`src/rtl/uninasoc_irq_pkg.sv`:
```
// uninasoc_irq_pkg: shared interrupt constants for the PLIC wrapper and source conditioning
package uninasoc_irq_pkg;

   localparam int NUM_SRC                 = 32;
   localparam int IRQ_SYNC_STAGES_DEFAULT = 2;
   localparam int IRQ_FILTER_LEN_DEFAULT  = 4;

   // Counter must hold 0..FILTER_LEN-1 and never collapse to a zero-width vector
   function automatic int irq_cnt_width(input int filter_len);
      return ($clog2(filter_len + 1) > 1) ? $clog2(filter_len + 1) : 1;
   endfunction

endpackage

```
`src/rtl/irq_src_filter.sv`:
```
// irq_src_filter: one interrupt source -- synchronizer, glitch filter and edge pulse
module irq_src_filter
   import uninasoc_irq_pkg::*;
#(
   parameter int SYNC_STAGES = IRQ_SYNC_STAGES_DEFAULT,
   parameter int FILTER_LEN  = IRQ_FILTER_LEN_DEFAULT,
   parameter bit EDGE        = 1'b0
) (
   input  logic clk_i,
   input  logic rst_i,
   input  logic src_async_i,
   input  logic en_i,
   output logic stable_o,
   output logic pulse_o
);

   localparam int CW = irq_cnt_width(FILTER_LEN);
   localparam logic [CW-1:0] CNT_LAST = CW'(FILTER_LEN > 1 ? FILTER_LEN - 1 : 0);

   logic [SYNC_STAGES-1:0] sync_q, sync_d;
   logic [CW-1:0]          cnt_q, cnt_d;
   logic                   stable_q, stable_d;
   logic                   pulse_q, pulse_d;
   logic                   diff, last;

   // A pulse fires only on the edge where the filtered level actually flips 0->1
   always_comb begin
      sync_d   = {sync_q[SYNC_STAGES-2:0], src_async_i};
      diff     = sync_q[SYNC_STAGES-1] ^ stable_q;
      last     = (FILTER_LEN <= 1) || (cnt_q == CNT_LAST);
      stable_d = stable_q ^ (diff && last);
      cnt_d    = (diff && !last) ? cnt_q + 1'b1 : '0;
      pulse_d  = EDGE && diff && last && !stable_q && en_i;
   end

   always_ff @(posedge clk_i or posedge rst_i) begin
      if (rst_i) begin
         sync_q   <= '0;
         cnt_q    <= '0;
         stable_q <= 1'b0;
         pulse_q  <= 1'b0;
      end else begin
         sync_q   <= sync_d;
         cnt_q    <= cnt_d;
         stable_q <= stable_d;
         pulse_q  <= pulse_d;
      end
   end

   assign stable_o = stable_q;
   assign pulse_o  = pulse_q;

endmodule

```
`src/rtl/irq_src_conditioner.sv`:
```
// irq_src_conditioner: per-source synchronize/filter of raw interrupt lines feeding the PLIC
module irq_src_conditioner #(
   parameter int                                      NUM_SRC         = uninasoc_irq_pkg::NUM_SRC,
   parameter int                                      SYNC_STAGES     = uninasoc_irq_pkg::IRQ_SYNC_STAGES_DEFAULT,
   parameter int                                      FILTER_LEN      = uninasoc_irq_pkg::IRQ_FILTER_LEN_DEFAULT,
   parameter logic [NUM_SRC-1:0]                      LEVEL_EDGE_TRIG = '0
) (
   input  logic               clk_i,
   input  logic               rst_i,
   input  logic [NUM_SRC-1:0] src_async_i,
   input  logic [NUM_SRC-1:0] src_en_i,
   output logic [NUM_SRC-1:0] intr_src_o,
   output logic [NUM_SRC-1:0] src_level_o
);

   logic [NUM_SRC-1:0] stable, pulse;

   for (genvar i = 0; i < NUM_SRC; i++) begin : g_src
      irq_src_filter #(
         .SYNC_STAGES (SYNC_STAGES),
         .FILTER_LEN  (FILTER_LEN),
         .EDGE        (LEVEL_EDGE_TRIG[i])
      ) u_filt (
         .clk_i       (clk_i),
         .rst_i       (rst_i),
         .src_async_i (src_async_i[i]),
         .en_i        (src_en_i[i]),
         .stable_o    (stable[i]),
         .pulse_o     (pulse[i])
      );
      assign intr_src_o[i] = LEVEL_EDGE_TRIG[i] ? pulse[i] : stable[i] & src_en_i[i];
   end

   assign src_level_o = stable;

endmodule

```
`config.mk`:
```
export PLATFORM = sky130hd
export DESIGN_NAME = irq_src_conditioner
export DESIGN_NICKNAME = d
export VERILOG_FILES = /design/src/rtl/uninasoc_irq_pkg.sv /design/src/rtl/irq_src_filter.sv /design/src/rtl/irq_src_conditioner.sv
export SDC_FILE = /design/constraint.sdc
export NUM_CORES = 1
export LEC_CHECK = 0
export BUFFER_PORTS_ARGS = -buffer_cell sky130_fd_sc_hd__buf_2
export CAP_MARGIN = 10
export CORE_AREA = 10 10 124 126
export DETAILED_ROUTE_END_ITERATION = 8
export DIE_AREA = 0 0 134 136
export PLACE_DENSITY = 0.83
export SLEW_MARGIN = 10
export SYNTH_ARGS = -nofsm -noshare
export SYNTH_HDL_FRONTEND = slang
export SYNTH_SLANG_ARGS = --single-unit
```
`constraint.sdc`:
```
create_clock -name clk_i -period 20.9 [get_ports clk_i]
set_input_delay 4.18 -clock clk_i [delete_from_list [all_inputs] [get_ports clk_i]]
set_output_delay 4.18 -clock clk_i [all_outputs]
set_load 0.05 [all_outputs]
```
# Word-level counts from Yosys, hierarchy flattened
# Cells that the tools add are included.
dict set report classes {
  bitwise_logic 96
  add_sub_neg 32
  n_reduce_logical 96
  n_mux 32
  n_eq_ne 32
}
# operator n
set ops {}
lappend ops {{adder 3 x 1 -> 3 bit, second input constant} 32}
lappend ops {{== test 3 x 2 -> 1 bit, second input constant} 32}
lappend ops {{2-to-1 mux 3 bit} 32}
lappend ops {{logical AND 1 bit} 64}
lappend ops {{XOR 1 bit} 64}
lappend ops {{AND 1 bit} 32}
lappend ops {{zero test 1 bit} 32}
dict set report totals {
  ff_bits 192
  elab_cells 384
  out_inout_bits 64
}

# Logic depth before layout (Yosys ltp)
# Gate-level depths: netlist of the first run.
dict set report depth {
  word_depth 4
  mapped_depth 3
}

# Modules after synthesis
# Synthesis of the first run repeated with hierarchy kept, for this count alone.
dict set report hier_totals {
  cells_unflattened 576
  hier_area_um2 7767.4
}
# module n_inst cells_per_inst area_each_um2
set modules_own_cells {}
lappend modules_own_cells {irq_src_filter 32 17 236.5}
lappend modules_own_cells {irq_src_conditioner 1 32 200.2}

# Least setup slack after synthesis of the first run
# No wires, ideal clock.
dict set report synth_timing {
  kind {input port to output port}
  start {input port src_en_i[0]}
  end {output port intr_src_o[0]}
  t_arrival_ns 4.592
  required_time_ns 16.720
  path_slack_ns 12.128
  cell_stages 1
  path_cell_list {and2_1}
}
dict set report synth_between {
  elab_chain_cells 1
}
# element line_no
set synth_lines {}
lappend synth_lines {{start: declaration} irq_src_conditioner.sv:11} ;# input logic [NUM_SRC-1:0] src_en_i,
lappend synth_lines {{AND 1 bit} irq_src_conditioner.sv:31} ;# assign intr_src_o[i] = LEVEL_EDGE_TRIG[i] ? pulse[i] : stable[i] & src_en_i[i];
lappend synth_lines {{end: declaration} irq_src_conditioner.sv:12} ;# output logic [NUM_SRC-1:0] intr_src_o,
# No other way between the ends.

# Final worst setup path of the first run
dict set report layout_timing {
  start {input port src_en_i[4]}
  end {output port intr_src_o[4]}
}
# The elaborated chain is that of the path after synthesis.

==> results of run 1 <==
==> how the worst min path moves through the flow <==
| stage | to | slack (ns) | start | cells after the start |
|---|---|---|---|---|
| floorplan | g_src[0].u_filt.sync_q[1] | 0.33 | g_src[0].u_filt.sync_q[0] | 0 |
| global placement | g_src[19].u_filt.sync_q[1] | 0.33 | g_src[19].u_filt.sync_q[0] | 0 |
| detailed placement | g_src[3].u_filt.sync_q[1] | 0.34 | g_src[3].u_filt.sync_q[0] | 0 |
| CTS | g_src[3].u_filt.sync_q[1] | 0.35 | g_src[3].u_filt.sync_q[0] | 0 |
| global route | g_src[9].u_filt.sync_q[1] | 0.36 | g_src[9].u_filt.sync_q[0] | 0 |
| finish | g_src[30].u_filt.sync_q[1] | 0.35 | g_src[30].u_filt.sync_q[0] | 0 |
==> area by class of cell <==
class / count / share of cell area
repair buffers: 130 / 0.07470
multi-input cells: 256 / 0.2722
flip-flops and latches: 192 / 0.5495
clock buffers: 24 / 0.05738
inverters: 33 / 0.01474
clock inverters: 8 / 0.006297
well taps: 176 / 0.02519
==> per-stage QoR <==
stage	std cells	cell area [um2]	util	power, uW
after global routing	819	8743	0.6736	1412
final	819	8743	0.6736	1325
after floorplan	513	7548	-	970.1
after global placement	787	8187	0.6307	1005
after CTS	819	8743	0.6736	1346
after detailed placement	787	8187	0.6307	1044
==> worst register-to-register path: stages (launching register included) <==
cell and delay [ns]:
dfrtp_1 0.39, ha_1 0.21, ha_1 0.25, mux2_2 0.29
==> per-layer routing <==
layer / vias up / routed length (um) / part of all wire / track usage
li1: 1929 / - / - / -
met1: 1971 / 4442 / 0.39 / 0.1348
met2: 84 / 6197 / 0.54 / 0.2461
met3: 13 / 681 / 0.059 / 0.05609
met4: 0 / 166 / 0.014 / 0.05018
met5: - / 0 / 0 / 0
==> cell usage after synthesis, drive strengths merged <==
library cell	number
and2	32
inv	33
nor3	64
xnor2	32
buf	32
dfrtp	192
ha	64
nor3b	32
mux2	32
==> cells by family after synthesis <==
kind of cell | share of synthesized area
buffers and inverters | 0.04823
adder cells (fa/ha/maj) | 0.1061
flip-flops | 0.6365
multiplexers | 0.04774
AND/OR/NAND/NOR | 0.1243
XOR/XNOR | 0.03713
==> power groups by stage <==
stage | Sequential (uW) | Clock [uW] | Combinational (uW)
2_1_floorplan | 530 | 0 | 440
3_3_place_gp | 539 | 0 | 466
3_5_place_dp | 550 | 0 | 493
4_1_cts | 545 | 305 | 497
5_1_grt | 557 | 322 | 533
6_report | 542 | 296 | 488
==> layout by cell type, fill, tap and decap left out <==
| cell | n |
|---|---|
| clkbuf_8 | 5 |
| inv_1 | 32 |
| and2_1 | 18 |
| clkinvlp_4 | 3 |
| clkbuf_16 | 17 |
| nor3_1 | 64 |
| and2_2 | 14 |
| inv_6 | 1 |
| buf_2 | 129 |
| mux2_2 | 32 |
| clkbuf_1 | 2 |
| buf_4 | 1 |
| dfrtp_1 | 192 |
| clkinv_2 | 3 |
| ha_1 | 64 |
| clkinv_4 | 2 |
| xnor2_1 | 32 |
| nor3b_2 | 32 |
==> out/results.txt, run 1 <==
First-pass GRT wire length = 19890 um
Clock Sink Count = 192
Leakage power = 0.004239 uW
Fin crit period = 8.823 ns
Fin crit share = 0.4221
Count of different cell masters after synthesis = 10
Fillers = 928
DP Worst Slack = 12.08 ns
Max-slew violation count = 0
CTS tree = built
Core Area = 12980 um2
Clock latency on the worst-skew pair = 0.41 ns
CP Depth = 3
Setup repair after global routing missed its margin = false
Worst-path clk slew = 0.06 ns
Post-synth top area cell = dfrtp_1
R2r startpoint = g_src[7].u_filt.cnt_q[0]
WS Path Type = in -> out
Post-Syn Nets = 643
Crit path to = intr_src_o[4]
Crit path max-delay cell type = buf_2
Max incr delay on CP = 0.21 ns
Clock root cell = clkbuf_16
Yosys warnings = 0
GR Overflow Total = 0
Die area = 18220 um2
Crit. Startpoint = src_en_i[4]
Starting density of the core = 0.5816
Final #Nets = 760
CP Capture Type = primary output
Initial antenna violation count = 0
Mean post-synth cell area = 14.71 um2
Reg area = 4805 um2
Rows = 42
Seq pwr share = 0.409
Post-route setup TNS = 0 ns
Buf/Inv on CP = 2
Area of the multi-input gates = 2380 um2
Final HPWL DP = 8483 um
Top cells by area, synth = dfrtp_1 64%, ha_1 11%, nor3b_2 5.3%
Worst Reg-to-Reg Cells = 3
Drt wl/cell = 14.03 um
I/O Pins = 130
Max_cap viols = 0
Hold-fix buffers, CTS = 0
Antenna cells = 0
GR Util All Layers = 0.1350
Hold Path Class = reg -> reg
Crit path max fanout = 1
Vias per cell = 4.880
Layout overhead on the synthesized area = 15.83%
Vias = 3997
H-Tree Level Count = 4
Crit path cell chain = buf_2 -> and2_2 -> buf_2
Worst slew pin tran = 0.9859 ns
Fin Clk Skew = 0.005917 ns
Fmax = 0.1133 GHz
Final setup violation count = 0
IO Port Bufs = 129
Internal Dissipation = 819.8 uW
Layout cell share with drive strength beyond 1 = 0.3717
Sequential share of the synthesized area = 0.6365
Synthesized instance count = 513
Sw power = 505.4 uW
Worst setup SP type = input pin
1st-iter DRT viols = 115
Largest net degree at the start of global routing = 120
Worst reg2reg setup slack = 19.66 ns
Top delay family on crit path = buffers and inverters
Switch share = 0.3814
Setup WS post-layout = 12.08 ns
Post-route DRC = 0
Clock share of power = 0.223
CP required = 16.72 ns
Antenna-violating nets left = 0
Netlist Area Pre-Place = 7548 um2
Drt first pass iters = 4
Resized cells post-CTS = 0
CTS buffer count = 17
Crit path DAT = 4.64 ns
Die Y = 136 um
Comb pwr share = 0.368
Slew Limit Headroom = 0.3427
Post-CTS Setup Repair Bufs = 0
Routability cong. = 0.7117
Share of the synthesized area in the top cell type = 0.6365
Number of synthesized register bits = 192
Pwr per Cell Area = 151.6 nW/um2
Top cell by count, worst path = buf_2
Final hold vios = 0
Die width = 134 um
Maximum VDD drop = 0.09146 mV
Vias in the first global route = 4480
Final WL = 11490 um
Status = finished clean
Final hold slack = 0.3481 ns
Clock Path Buffers = 2
No activity file was read; power rests on OpenSTA's default activity.
==> run 2: changes to the inputs <==
--- a/config.mk
+++ b/config.mk
@@ -5,12 +5,13 @@
 export SDC_FILE = /design/constraint.sdc
 export NUM_CORES = 1
 export LEC_CHECK = 0
+export ABC_AREA = 1
 export BUFFER_PORTS_ARGS = -buffer_cell sky130_fd_sc_hd__buf_2
 export CAP_MARGIN = 10
-export CORE_AREA = 10 10 124 126
+export CORE_AREA = 10 10 129 131
 export DETAILED_ROUTE_END_ITERATION = 8
-export DIE_AREA = 0 0 134 136
-export PLACE_DENSITY = 0.83
+export DIE_AREA = 0 0 139 141
+export PLACE_DENSITY = 0.78
 export SLEW_MARGIN = 10
 export SYNTH_ARGS = -nofsm -noshare
 export SYNTH_HDL_FRONTEND = slang
==> constraint.sdc (replaced) <==
create_clock -name clk_i -period 8.2 [get_ports clk_i]
set_input_delay 1.64 -clock clk_i [delete_from_list [all_inputs] [get_ports clk_i]]
set_output_delay 1.64 -clock clk_i [all_outputs]
set_load 0.05 [all_outputs]
==> run 2 against run 1 <==
Net effect:
- non-clock buffer count unchanged
- hold slack better by 0.00084 ns
- die area grew 7.5%
- sequential share of layout area shrank 1.2 points
- clock-buffer cell count fell by 4
- clock skew shrank 0.00074 ns
- critical path depth grew 1
- total power rose to 2.5 times the previous value
- first-iteration DRC count grew 110%
==> out/results.txt, run 2 <==
Status = finished clean (unchanged)
Drt wl/cell = 11.35 um (was 14.03 um)
Max-slew violation count = 0 (unchanged)
Post-synth top area cell = dfrtp_1 (unchanged)
Post-route DRC = 0 (unchanged)
Worst slew pin tran = 0.8616 ns (was 0.9859 ns)
Crit path max fanout = 1 (unchanged)
Share of the synthesized area in the top cell type = 0.6243 (was 0.6365)
H-Tree Level Count = 4 (unchanged)
Resized cells post-CTS = 0 (unchanged)
I/O Pins = 130 (unchanged)
Rows = 44 (was 42)
Fmax = 0.2655 GHz
Starting density of the core = 0.5418 (was 0.5816)
1st-iter DRT viols = 247 (was 115)
Commonest cells in the netlist = 192 x dfrtp_1, 192 x nand2_1, 129 x inv_1 (was 192 x dfrtp_1, 64 x ha_1, 64 x nor3_1)
Top cells by area, synth = dfrtp_1 62%, ha_1 10%, nand2_1 9.4% (was dfrtp_1 64%, ha_1 11%, nor3b_2 5.3%)
WHS Endpoint = g_src[1].u_filt.sync_q[1] (was g_src[30].u_filt.sync_q[1])
Layout overhead on the synthesized area = 16.24% (was 15.83%)
End of the worst register-to-register path = g_src[28].u_filt.cnt_q[2]
Reg area = 4805 um2 (unchanged)
Number of synthesized register bits = 192 (unchanged)
Hold Path Class = reg -> reg (unchanged)
Vias in the first global route = 4891 (was 4480)
Count of different cell masters after synthesis = 8 (was 10)
Post-synth ARST share = 1.000 (unchanged)
Primary FF master, synth = dfrtp_1 (unchanged)
Clock latency on the worst-skew pair = 0.42 ns (was 0.41 ns)
CTS tree = built (unchanged)
Pwr per Cell Area = 372.0 nW/um2 (was 151.6 nW/um2)
GR Overflow Total = 0 (unchanged)
Die area = 19600 um2 (was 18220 um2)
Leakage power = 0.004996 uW (was 0.004239 uW)
Antenna-violating nets left = 0 (unchanged)
IO Port Bufs = 129 (unchanged)
Commonest non-fill, non-tap cells in the layout = 192 x nand2_1, 192 x dfrtp_1, 129 x buf_2, 128 x inv_1, 96 x nor3_1 (was 192 x dfrtp_1, 129 x buf_2, 64 x nor3_1, 64 x ha_1)
Fillers = 1161 (was 928)
Setup WS post-layout = 4.433 ns (was 12.08 ns)
Die width = 139 um (was 134 um)
Crit path DAT = 2.13 ns (was 4.64 ns)
GR Util All Layers = 0.1280 (was 0.1350)
WS Path Type = in -> out (unchanged)
Hold path cells = 0 (unchanged)
Worst setup SP type = input pin (unchanged)
Vias = 4840 (was 3997)
Antenna cells = 0 (unchanged)
Netlist Area Pre-Place = 7696 um2 (was 7548 um2)
Clock Sink Count = 192 (unchanged)
Routability cong. = 0.7421 (was 0.7117)
Util after Layout = 0.6298 (was 0.6736)
Post-Syn Nets = 867 (was 643)
Clock Path Buffers = 2 (unchanged)
Final WL = 11930 um (was 11490 um)
Hold-fix buffers, CTS = 0 (unchanged)
Largest net degree at the start of global routing = 123 (was 120)
R2r startpoint = g_src[28].u_filt.cnt_q[0] (was g_src[7].u_filt.cnt_q[0])
Setup repair after global routing missed its margin = false (unchanged)
Final setup violation count = 0 (unchanged)
Final hold vios = 0 (unchanged)
CTS buffer count = 17 (unchanged)
Initial antenna violation count = 0 (unchanged)
Max_cap viols = 0 (unchanged)
Fin crit period = 3.767 ns
CP required = 6.56 ns (was 16.72 ns)
Mean post-synth cell area = 10.44 um2 (was 14.71 um2)
Area of the multi-input gates = 2167 um2 (was 2380 um2)
Post-route setup TNS = 0 ns (unchanged)
Synthesized instance count = 737 (was 513)
Final #Nets = 984 (was 760)
Sequential share of the synthesized area = 0.6243 (was 0.6365)
Worst Reg-to-Reg Cells = 5 (was 3)
CP Capture Type = primary output (unchanged)
Drt first pass iters = 6 (was 4)
Post-synth EDFFs = 0 (unchanged)
Fin Clk Skew = 0.005175 ns (was 0.005917 ns)
Yosys warnings = 0 (unchanged)
DP Worst Slack = 4.423 ns (was 12.08 ns)
Die Y = 141 um (was 136 um)
Clock root cell = clkbuf_16 (unchanged)
Post-CTS Setup Repair Bufs = 0 (unchanged)
Worst-path clk slew = 0.06 ns (about the same)
Slew Limit Headroom = 0.4256 (was 0.3427)
Maximum VDD drop = 0.1947 mV (was 0.09146 mV)
Worst reg2reg setup slack = 6.93 ns (was 19.66 ns)
Final HPWL DP = 8612 um (was 8483 um)
First-pass GRT wire length = 21070 um (was 19890 um)
Layout cell share with drive strength beyond 1 = 0.2088 (was 0.3717)
Vias per cell = 4.605 (was 4.880)
Worst hold start = g_src[1].u_filt.sync_q[0] (was g_src[30].u_filt.sync_q[0])
Core Area = 14200 um2 (was 12980 um2)
Fin crit share = 0.4594
Final hold slack = 0.3489 ns (was 0.3481 ns)
[run 2: metrics by stage]
step	power, uW	instances	instance area (um2)
floorplan	2373	737	7696
global placement	2494	1019	8347
detailed placement	2544	1019	8347
CTS	3374	1051	8946
global route	3586	1051	8946
finish	3328	1051	8946
[run 2: cell type report]
| cell class | count | area share |
|---|---|---|
| inverters | 129 | 0.05497 |
| repair buffers | 130 | 0.07301 |
| well taps | 184 | 0.02573 |
| flip-flops and latches | 192 | 0.5371 |
| clock buffers | 20 | 0.05217 |
| multi-input cells | 384 | 0.2422 |
| clock inverters | 12 | 0.01483 |
[run 2: worst max-delay path by stage]
stage | from | to | slack, ns | cells after the start
3_3_place_gp | src_en_i[22] | intr_src_o[22] | 4.41 | 4
3_5_place_dp | src_en_i[22] | intr_src_o[22] | 4.42 | 4
6_report | src_en_i[22] | intr_src_o[22] | 4.43 | 4
4_1_cts | src_en_i[22] | intr_src_o[22] | 4.42 | 4
5_1_grt | src_en_i[22] | intr_src_o[22] | 4.40 | 4
2_1_floorplan | rst_i | async pin | 1.33 | 1
[run 2: kinds of logic (layout without fill, tap and decap cells)]
| family | after synthesis | count (layout) | share of synthesized area |
|---|---|---|---|
| fa+ha+maj | 64 | 64 | 0.1040 |
| simple gates | 320 | 320 | 0.1775 |
| buf+inv | 161 | 291 | 0.09413 |
| flops | 192 | 192 | 0.6243 |
[run 2: layer usage]
layer / vias up / wire length (um) / global-route usage / share of wire
li1: 2486 / - / - / -
met1: 2241 / 5363 / 0.1486 / 0.45
met2: 94 / 5638 / 0.2108 / 0.47
met3: 19 / 718 / 0.04468 / 0.060
met4: 0 / 206 / 0.05601 / 0.017
met5: - / 0 / 0 / 0
[run 2: power breakdown]
| group | leakage (uW) | switching [uW] | total [uW] | internal, uW |
|---|---|---|---|---|
| clock | 0.000289 | 342 | 816 | 475 |
| combinational | 0.00230 | 775 | 1120 | 345 |
| sequential | 0.00241 | 175 | 1390 | 1220 |
| total | 0.00500 | 1290 | 3330 | 2040 |
[run 2: critical path, cell delays in order]
cell,delay (ns)
buf_2,0.10
nand2_1,0.05
inv_1,0.07
buf_2,0.26
